## src/rtl/mul_div_unit_pkg.sv

```systemverilog
// Shared instruction header: ALU op codes, multiply/divide op codes and FSM states.
package mul_div_unit_pkg;

  typedef enum logic [3:0] {
    AluAdd, AluSub, AluAnd, AluOr, AluXor, AluNor, AluSlt, AluSltu, AluSll, AluSrl, AluSra, AluLui
  } alu_op_e;

  typedef enum logic [2:0] {
    MdMult  = 3'd0,
    MdMultu = 3'd1,
    MdDiv   = 3'd2,
    MdDivu  = 3'd3,
    MdMthi  = 3'd4,
    MdMtlo  = 3'd5,
    MdNop6  = 3'd6,
    MdNop7  = 3'd7
  } md_op_e;

  typedef enum logic [1:0] {StIdle, StMul, StDiv} md_state_e;

  // Low 64 bits of the extended product are exact for both signed and unsigned operands.
  function automatic logic [63:0] mul_product(input logic [31:0] a, input logic [31:0] b,
                                              input logic sgn);
    logic [63:0] ae, be;
    ae = sgn ? {{32{a[31]}}, a} : {32'b0, a};
    be = sgn ? {{32{b[31]}}, b} : {32'b0, b};
    return ae * be;
  endfunction

endpackage

```

## src/rtl/div_iter.sv

```systemverilog
// Iterative restoring divider on magnitudes: one quotient bit per cycle, 32 cycles.
module div_iter (
  input  logic        clk,
  input  logic        rst_n,
  input  logic        start,
  input  logic        is_signed,
  input  logic [31:0] dividend,
  input  logic [31:0] divisor,
  output logic [31:0] quotient,
  output logic [31:0] remainder,
  output logic        done
);

  logic [31:0] rem_q, quo_q, dvs_q;
  logic [4:0]  cnt_q;
  logic        negq_q, negr_q, dvz_q, done_q;
  logic [31:0] a_abs, b_abs;

  function automatic logic [63:0] div_step(input logic [31:0] rem, input logic [31:0] quo,
                                           input logic [31:0] dvs);
    logic [32:0] sh, diff;
    sh   = {rem, quo[31]};
    diff = sh - {1'b0, dvs};
    if (!diff[32]) return {diff[31:0], quo[30:0], 1'b1};
    return {sh[31:0], quo[30:0], 1'b0};
  endfunction

  assign a_abs = (is_signed && dividend[31]) ? -dividend : dividend;
  assign b_abs = (is_signed && divisor[31]) ? -divisor : divisor;

  // The first quotient bit is resolved on the load edge, so 31 steps remain.
  always_ff @(posedge clk or negedge rst_n) begin
    if (!rst_n) begin
      rem_q  <= '0;
      quo_q  <= '0;
      dvs_q  <= '0;
      cnt_q  <= '0;
      negq_q <= 1'b0;
      negr_q <= 1'b0;
      dvz_q  <= 1'b0;
      done_q <= 1'b0;
    end else begin
      done_q <= 1'b0;
      if (start) begin
        {rem_q, quo_q} <= div_step(32'd0, a_abs, b_abs);
        dvs_q  <= b_abs;
        cnt_q  <= 5'd31;
        negq_q <= is_signed & (dividend[31] ^ divisor[31]);
        negr_q <= is_signed & dividend[31];
        dvz_q  <= (divisor == 32'd0);
      end else if (cnt_q != 5'd0) begin
        {rem_q, quo_q} <= div_step(rem_q, quo_q, dvs_q);
        cnt_q  <= cnt_q - 5'd1;
        done_q <= (cnt_q == 5'd1);
      end
    end
  end

  // Divide by zero leaves remainder = |dividend|, which sign-fixes back to the dividend.
  assign quotient  = dvz_q ? 32'hFFFF_FFFF : (negq_q ? -quo_q : quo_q);
  assign remainder = negr_q ? -rem_q : rem_q;
  assign done      = done_q;

endmodule

```

## src/rtl/mul_div_unit.sv

```systemverilog
// MIPS-style HI/LO multiply/divide unit with fixed-latency multiply and iterative divide.
module mul_div_unit
  import mul_div_unit_pkg::*;
#(
  parameter int unsigned MUL_CYCLES = 5,
  parameter int unsigned DIV_CYCLES = 32
) (
  input  logic        clk,
  input  logic        rst_n,
  input  logic        start,
  input  logic [2:0]  mdop,
  input  logic [31:0] SrcA,
  input  logic [31:0] SrcB,
  output logic        busy,
  output logic [31:0] HI,
  output logic [31:0] LO
);

  md_op_e      op;
  md_state_e   state_q;
  logic        busy_q;
  logic [31:0] hi_q, lo_q;
  logic [5:0]  cnt_q;
  logic [63:0] prod_q [MUL_CYCLES];
  logic        div_start, div_done;
  logic [31:0] div_quo, div_rem;

  assign op        = md_op_e'(mdop);
  assign div_start = (state_q == StIdle) && start && (op == MdDiv || op == MdDivu);

  div_iter u_div_iter (
    .clk       (clk),
    .rst_n     (rst_n),
    .start     (div_start),
    .is_signed (op == MdDiv),
    .dividend  (SrcA),
    .divisor   (SrcB),
    .quotient  (div_quo),
    .remainder (div_rem),
    .done      (div_done)
  );

  // Free-running shift: the stage read at completion holds the product captured at acceptance.
  always_ff @(posedge clk or negedge rst_n) begin
    if (!rst_n) begin
      for (int unsigned i = 0; i < MUL_CYCLES; i++) prod_q[i] <= '0;
    end else begin
      prod_q[0] <= mul_product(SrcA, SrcB, op == MdMult);
      for (int unsigned i = 1; i < MUL_CYCLES; i++) prod_q[i] <= prod_q[i-1];
    end
  end

  always_ff @(posedge clk or negedge rst_n) begin
    if (!rst_n) begin
      state_q <= StIdle;
      busy_q  <= 1'b0;
      hi_q    <= '0;
      lo_q    <= '0;
      cnt_q   <= '0;
    end else begin
      case (state_q)
        StIdle: begin
          if (start) begin
            case (op)
              MdMult, MdMultu: begin
                state_q <= StMul;
                busy_q  <= 1'b1;
                cnt_q   <= 6'(MUL_CYCLES);
              end
              MdDiv, MdDivu: begin
                state_q <= StDiv;
                busy_q  <= 1'b1;
                cnt_q   <= 6'(DIV_CYCLES);
              end
              MdMthi:  hi_q <= SrcA;
              MdMtlo:  lo_q <= SrcA;
              default: ;
            endcase
          end
        end
        StMul: begin
          if (cnt_q == 6'd1) begin
            {hi_q, lo_q} <= prod_q[MUL_CYCLES-1];
            state_q      <= StIdle;
            busy_q       <= 1'b0;
            cnt_q        <= '0;
          end else if (cnt_q != 6'd0) begin
            cnt_q <= cnt_q - 6'd1;
          end
        end
        StDiv: begin
          if (div_done) begin
            hi_q    <= div_rem;
            lo_q    <= div_quo;
            state_q <= StIdle;
            busy_q  <= 1'b0;
            cnt_q   <= '0;
          end else if (cnt_q != 6'd0) begin
            cnt_q <= cnt_q - 6'd1;
          end
        end
        default: begin
          state_q <= StIdle;
          busy_q  <= 1'b0;
          cnt_q   <= '0;
        end
      endcase
    end
  end

  assign busy = busy_q;
  assign HI   = hi_q;
  assign LO   = lo_q;

endmodule
```

## config.mk

```make
export PLATFORM = sky130hd
export DESIGN_NAME = mul_div_unit
export DESIGN_NICKNAME = d
export VERILOG_FILES = /design/src/rtl/mul_div_unit_pkg.sv /design/src/rtl/div_iter.sv /design/src/rtl/mul_div_unit.sv
export SDC_FILE = /design/constraint.sdc
export NUM_CORES = 2
export LEC_CHECK = 0
export CAP_MARGIN = 20
export CORE_UTILIZATION = 45
export CTS_CLUSTER_SIZE = 28
export DETAILED_ROUTE_END_ITERATION = 10
export PLACE_DENSITY = 0.66
export SLEW_MARGIN = 25
export SYNTH_ARGS = -nofsm -noshare
export SYNTH_HDL_FRONTEND = slang
export SYNTH_SLANG_ARGS = --single-unit
```

## constraint.sdc

```tcl
create_clock -name clk -period 3.05 [get_ports clk]
set_input_delay 0.61 -clock clk [delete_from_list [all_inputs] [get_ports clk]]
set_output_delay 0.61 -clock clk [all_outputs]
set_load 0.03 [all_outputs]
```

# --- Yosys cells after proc, flatten, opt, wreduce, memory -nomap -nowiden ---
# Cells that the tools add are included.
totals:
  rom_bits: 0
  regBits: 498
  latch_bits: 0
  mem_bits_rw: 0
  out_inout_bits: 65
  in_bits: 70
  memories: 0
  word_cells: 116
op_classes:
  n_shift: 0
  bitwise_logic: 3
  n_mul: 1
  muxes: 50
  div: 0
  magnitude_cmp: 0
  eq_ne: 16
  addsub: 8
  reduce_logical: 20
op_table:
  columns: ["op", "count"]
  rows:
  - ["$mux 32", 17]
  - ["$mux 64", 6]
  - ["$pmux 32 s3", 2]
  - ["$neg 32->32", 4]
  - ["$mul 64x64->64", 1]
  - ["$sub 1x32->33", 1]
  - ["$sub 33x32->33", 1]
  - ["$logic_not 32->1", 1]
  - ["$mux 6", 4]
  - ["$pmux 6 s3", 1]
  - ["$pmux 6 s2", 1]
  - ["$mux 1", 11]
  - ["$mux 5", 2]
  - ["$reduce_and 5->1", 2]
  - ["$reduce_and 4->1", 2]
  - ["$eq 3x2->1 const B", 2]
  - ["$eq 3x3->1 const B", 2]
  - ["$eq 6x1->1 const B", 1]
  - ["$mux 2", 3]
  - ["$ne 2x1->1 const B", 3]
  - ["$ne 2x2->1 const B", 3]
  - ["$pmux 2 s3", 1]
  - ["$reduce_bool 6->1", 1]
  - ["$sub 6x1->6 const B", 1]
  - ["other kinds (20)", 25]

# --- Longest topological paths before layout ---
depth:
  depth_word: 8
  depth_mapped: 37
  mapped_depth_nobuf: 34

# --- Modules after synthesis ---
# From an unflattened synthesis, not the netlist that was laid out.
hier_totals:
  cells_unflattened: 7037
  area_unflattened_um2: 69122.5
modules_own_cells:
  columns: ["mod", "seq_area_each_um2", "instances", "area_per_inst_um2", "cells_per_inst"]
  rows:
  - ["mul_div_unit", 9834.4, 1, 59265.6, 5762]
  - ["div_iter", 2627.5, 1, 9857.0, 1275]

# --- Worst setup path after synthesis ---
# OpenSTA, ideal clock, no wires.
synth_path:
  path_kind: "in2reg"
  from: "input SrcA[31]"
  to: "register prod_q[313] (netlist name)"
  arrival_time_ns: 9.335
  setup_time_ns: 0.125
  path_slack_ns: -6.411
  path_buffers: 3
  required_ns: 2.925
  stages: 28
  cell_sequence: "clkbuf_1 > and3_1 > clkbuf_1 > clkbuf_1 > nand2_1 > fa_1 > inv_1 > fa_1 > fa_1 > inv_1 > fa_1 > inv_1 > fa_1 > fa_1 > fa_1 > fa_1 > fa_1 > inv_1 > fa_1 > inv_1 > ha_1 > and2_0 > a21o_1 > a221oi_1 > o31ai_1 > a21boi_1 > nor2_1 > a2111oi_0"
synth_between:
  elab_chain_len: 2
synth_rtl:
  columns: ["element", "line_no", "rtl"]
  rows:
  - ["start, declared", "mul_div_unit.sv:12", "input logic [31:0] SrcA,"]
  - ["$mux 64", "mul_div_unit_pkg.sv:25", "ae = sgn ? {{32{a[31]}}, a} : {32'b0, a};"]
  - ["$mul 64x64->64", "mul_div_unit_pkg.sv:27", "return ae * be;"]
  - ["end, declared", "mul_div_unit.sv:24", "logic [63:0] prod_q [MUL_CYCLES];"]
# No other way between the ends.
# A chain may end at the register's enable or synchronous reset.

# --- Worst setup path after layout ---
layout_path:
  from: "input mdop[2]"
  to: "register prod_q[312] (netlist name)"
layout_between:
  elab_chain_len: 3
  elab_cells_between_ends: 4
  cone_classes: "mul: 1; mux: 2; reduce/logical: 1"
layout_rtl:
  columns: ["element", "line_no", "rtl"]
  rows:
  - ["start, declared", "mul_div_unit.sv:11", "input logic [2:0] mdop,"]
  - ["$logic_not 3->1 *", "mul_div_unit.sv:48", "prod_q[0] <= mul_product(SrcA, SrcB, op == MdMult);"]
  - ["$mux 64 (on tied branches)", "mul_div_unit_pkg.sv:25, mul_div_unit_pkg.sv:26", null]
  - ["$mul 64x64->64 *", "mul_div_unit_pkg.sv:27", null]
# Mark *: on every way between the ends. The rest lies on a longest branch, timed or not.

==> flow_metrics.env <==
export IMPL_status="finished, violations left"
export IMPL_violations="hold timing, setup timing"
export IMPL_die_area_um2=156000
export IMPL_io_pins=135
export IMPL_vias=54900
export IMPL_rsz0062_at_grt="true"
export IMPL_start_kind="input port"
export IMPL_critPathMaxStageDelay_ns=0.57
export IMPL_yosysSeqAreaShare_pct=17.9
export IMPL_grt_first_pass_wirelength_um=350000
export IMPL_start_util_pct=45.6
export IMPL_gp_congestion=0.988
export IMPL_slew_violations=0
export IMPL_place_inst=9980
export IMPL_remaining_drc_errors=0
export IMPL_end_kind="register"
export IMPL_clkTransAtPathRegs_ns=0.06
export IMPL_dpl_hpwl_um=189000
export IMPL_ys_ff_latch=498
export IMPL_syn_nets=9098
export IMPL_finalClockSkew_ns=0.0314
export IMPL_antenna_found_initial=19
export IMPL_final_cell_mix="inv_1, fa_1, nand2_1"
export IMPL_syn_to_final_growth_pct=25.6
export IMPL_arrival_ns=8.88
export IMPL_fin_cells=10200
export IMPL_die_w_um=395
export IMPL_fin_crit_sh_pct=274
export IMPL_insertion_delay_ns=0.63
export IMPL_die_h_um=395
export IMPL_cp_top_family="adder cells"
export IMPL_async_flop_share_pct=100
export IMPL_drt_iter0_drc=4271
export IMPL_fill_cells=12900
export IMPL_wl_per_cell_um=22.8
export IMPL_grt_pass1_vias=59700
export IMPL_port_buffers=134
export IMPL_synth_edff_count=0
export IMPL_maxCapViolations=0
export IMPL_cp_required_ns=3.56
export IMPL_drive_gt1_share_pct=22.3
export IMPL_netlist_area_um2=69600
export IMPL_drt_wl_total_um=233000
export IMPL_grt_max_degree=94
export IMPL_fmax_mhz=119
export IMPL_cp_slowest_cell="fa_2"
export IMPL_grt_overflow_total=0
export IMPL_dr_pass1_iters=7
export IMPL_max_slew_margin_rel_pct=48.0
export IMPL_ys_flop_type="dfrtp_1"
export IMPL_yosys_warnings=0
export IMPL_tightest_slew_ns=0.780
export IMPL_cts_sinks=498
export IMPL_min_period_ns=8.37
export IMPL_setup_violations=81
export IMPL_hold_path_class="in -> async"
export IMPL_synth_avg_cell_area_um2=9.60
export IMPL_fin_ws_ns=-5.32
export IMPL_synth_cell_type_count=90
export IMPL_row_count=143
export IMPL_hold_violations=6
export IMPL_routed_via_density=5.36
export IMPL_crit_buf_inv=12
export IMPL_core_um2=153000
export IMPL_syn_inst=7250
export IMPL_nets=10000
export IMPL_worst_hold_slack_ns=-0.0129
export IMPL_ctsRootBufferMaster="clkbuf_16"
export IMPL_worst_setup_path_type="in -> reg"
export IMPL_cts_made_buffers=49
export IMPL_cts_path_max_buffers=3
export IMPL_crit_top_cell="fa_1"
export IMPL_cp_max_fo=4
export IMPL_htree_levels=2
export IMPL_layout_commonest_cell="inv_1"
export IMPL_cts_tree="yes"
export IMPL_final_antenna_net_count=0
export IMPL_grt_usage_pct=29.5
Yosys cell counts, drive strengths merged (28+ instances only):
library cell | number | share of area (%)
nor3 | 46 | 0.36
inv | 1571 | 8.5
a31oi | 51 | 0.46
xnor2 | 173 | 2.2
nand3 | 60 | 0.43
nand2 | 1018 | 5.5
ha | 359 | 6.5
mux2i | 29 | 0.42
a21o | 67 | 0.72
clkbuf | 321 | 1.7
o21ai | 261 | 1.9
fa | 1419 | 41
nor2 | 173 | 0.94
buf | 84 | 0.51
xor2 | 94 | 1.2
o31ai | 41 | 0.44
and2 | 451 | 4.1
dfrtp | 498 | 18
a21oi | 145 | 1.0
nand4 | 30 | 0.27
o211ai | 28 | 0.30
area by class of cell:
type	instances	area, um^2	share of cell area [%]
multi-input combinational	4776	52500	60.1
sequential	498	12500	14.3
timing repair buffer	1266	12200	14.0
inverter	1571	5910	6.76
tap	2030	2540	2.91
clock buffer	59	1330	1.53
clock inverter	28	385	0.441
antenna	8	20.0	0.0229
per-stage QoR:
step	area [um^2]	utilization (%)	setup WS [ns]	TNS, ns	hold slack [ns]
after floorplan	71400	-	-5.44	-256.46	0.314
after global routing	87400	57.3	-5.49	-285.25	0.0233
after global placement	81300	53.2	-6.51	-362.00	0.331
after detailed placement	81300	53.2	-6.57	-365.26	0.335
final	87400	57.3	-5.32	-271.60	-0.0129
after CTS	85600	56.1	-5.28	-264.68	0.00657
what timing repair did:
action                     CTS  global route
pin swaps                  265           237
setup endpoints to repair   97            99
cloned                       8             9
buffers inserted            82            75
gates resized for setup    429           281
hold buffers                 0             0
per-layer routing:
| layer | vias up | global-route usage [%] | routed length, um |
|---|---|---|---|
| li1 | 23600 | - | - |
| met1 | 28200 | 35.8 | 86100 |
| met2 | 2300 | 50.2 | 114000 |
| met3 | 753 | 5.52 | 18400 |
| met4 | 14 | 14.8 | 14600 |
| met5 | - | 0 | 87 |
flip-flops by register name, summed over array words and instances, names as in the netlist:
signal	cells
HI	32
LO	32
busy	1
cnt_q	6
prod_q	320
state_q	2
u_div_iter.cnt_q	5
u_div_iter.done	1
u_div_iter.dvs_q	32
u_div_iter.dvz_q	1
u_div_iter.negq_q	1
u_div_iter.negr_q	1
u_div_iter.quo_q	32
u_div_iter.rem_q	32
final timing paths:
path                       cells after the start  slack [ns]                start                   end
max                                           34       -5.32              mdop[2]           prod_q[312]
min                                            1       -0.01                rst_n                 LO[4]
max reg2reg                                   12       -0.16  u_div_iter.dvs_q[0]  u_div_iter.rem_q[31]
min reg2reg                                    0        0.34          prod_q[257]           prod_q[193]
max in group asynchronous                      2        2.23                rst_n  u_div_iter.rem_q[30]
min in group clk                               0        0.34          prod_q[257]           prod_q[193]
kinds of logic (layout without fill, tap and decap cells):
family,count (synthesis),after routing,share of synthesized area (%)
buf+inv,1976,2924,10.7
simple gates,1932,1932,13.2
fa+ha+maj,1782,1782,47.3
compound gates,763,763,7.03
flops,498,498,17.9
xor+xnor,267,267,3.37
mux,32,32,0.466
other cells,0,8,0
Power is not shown: default switching activity piles up to over one toggle a cycle in this logic, so the estimate is an artifact.
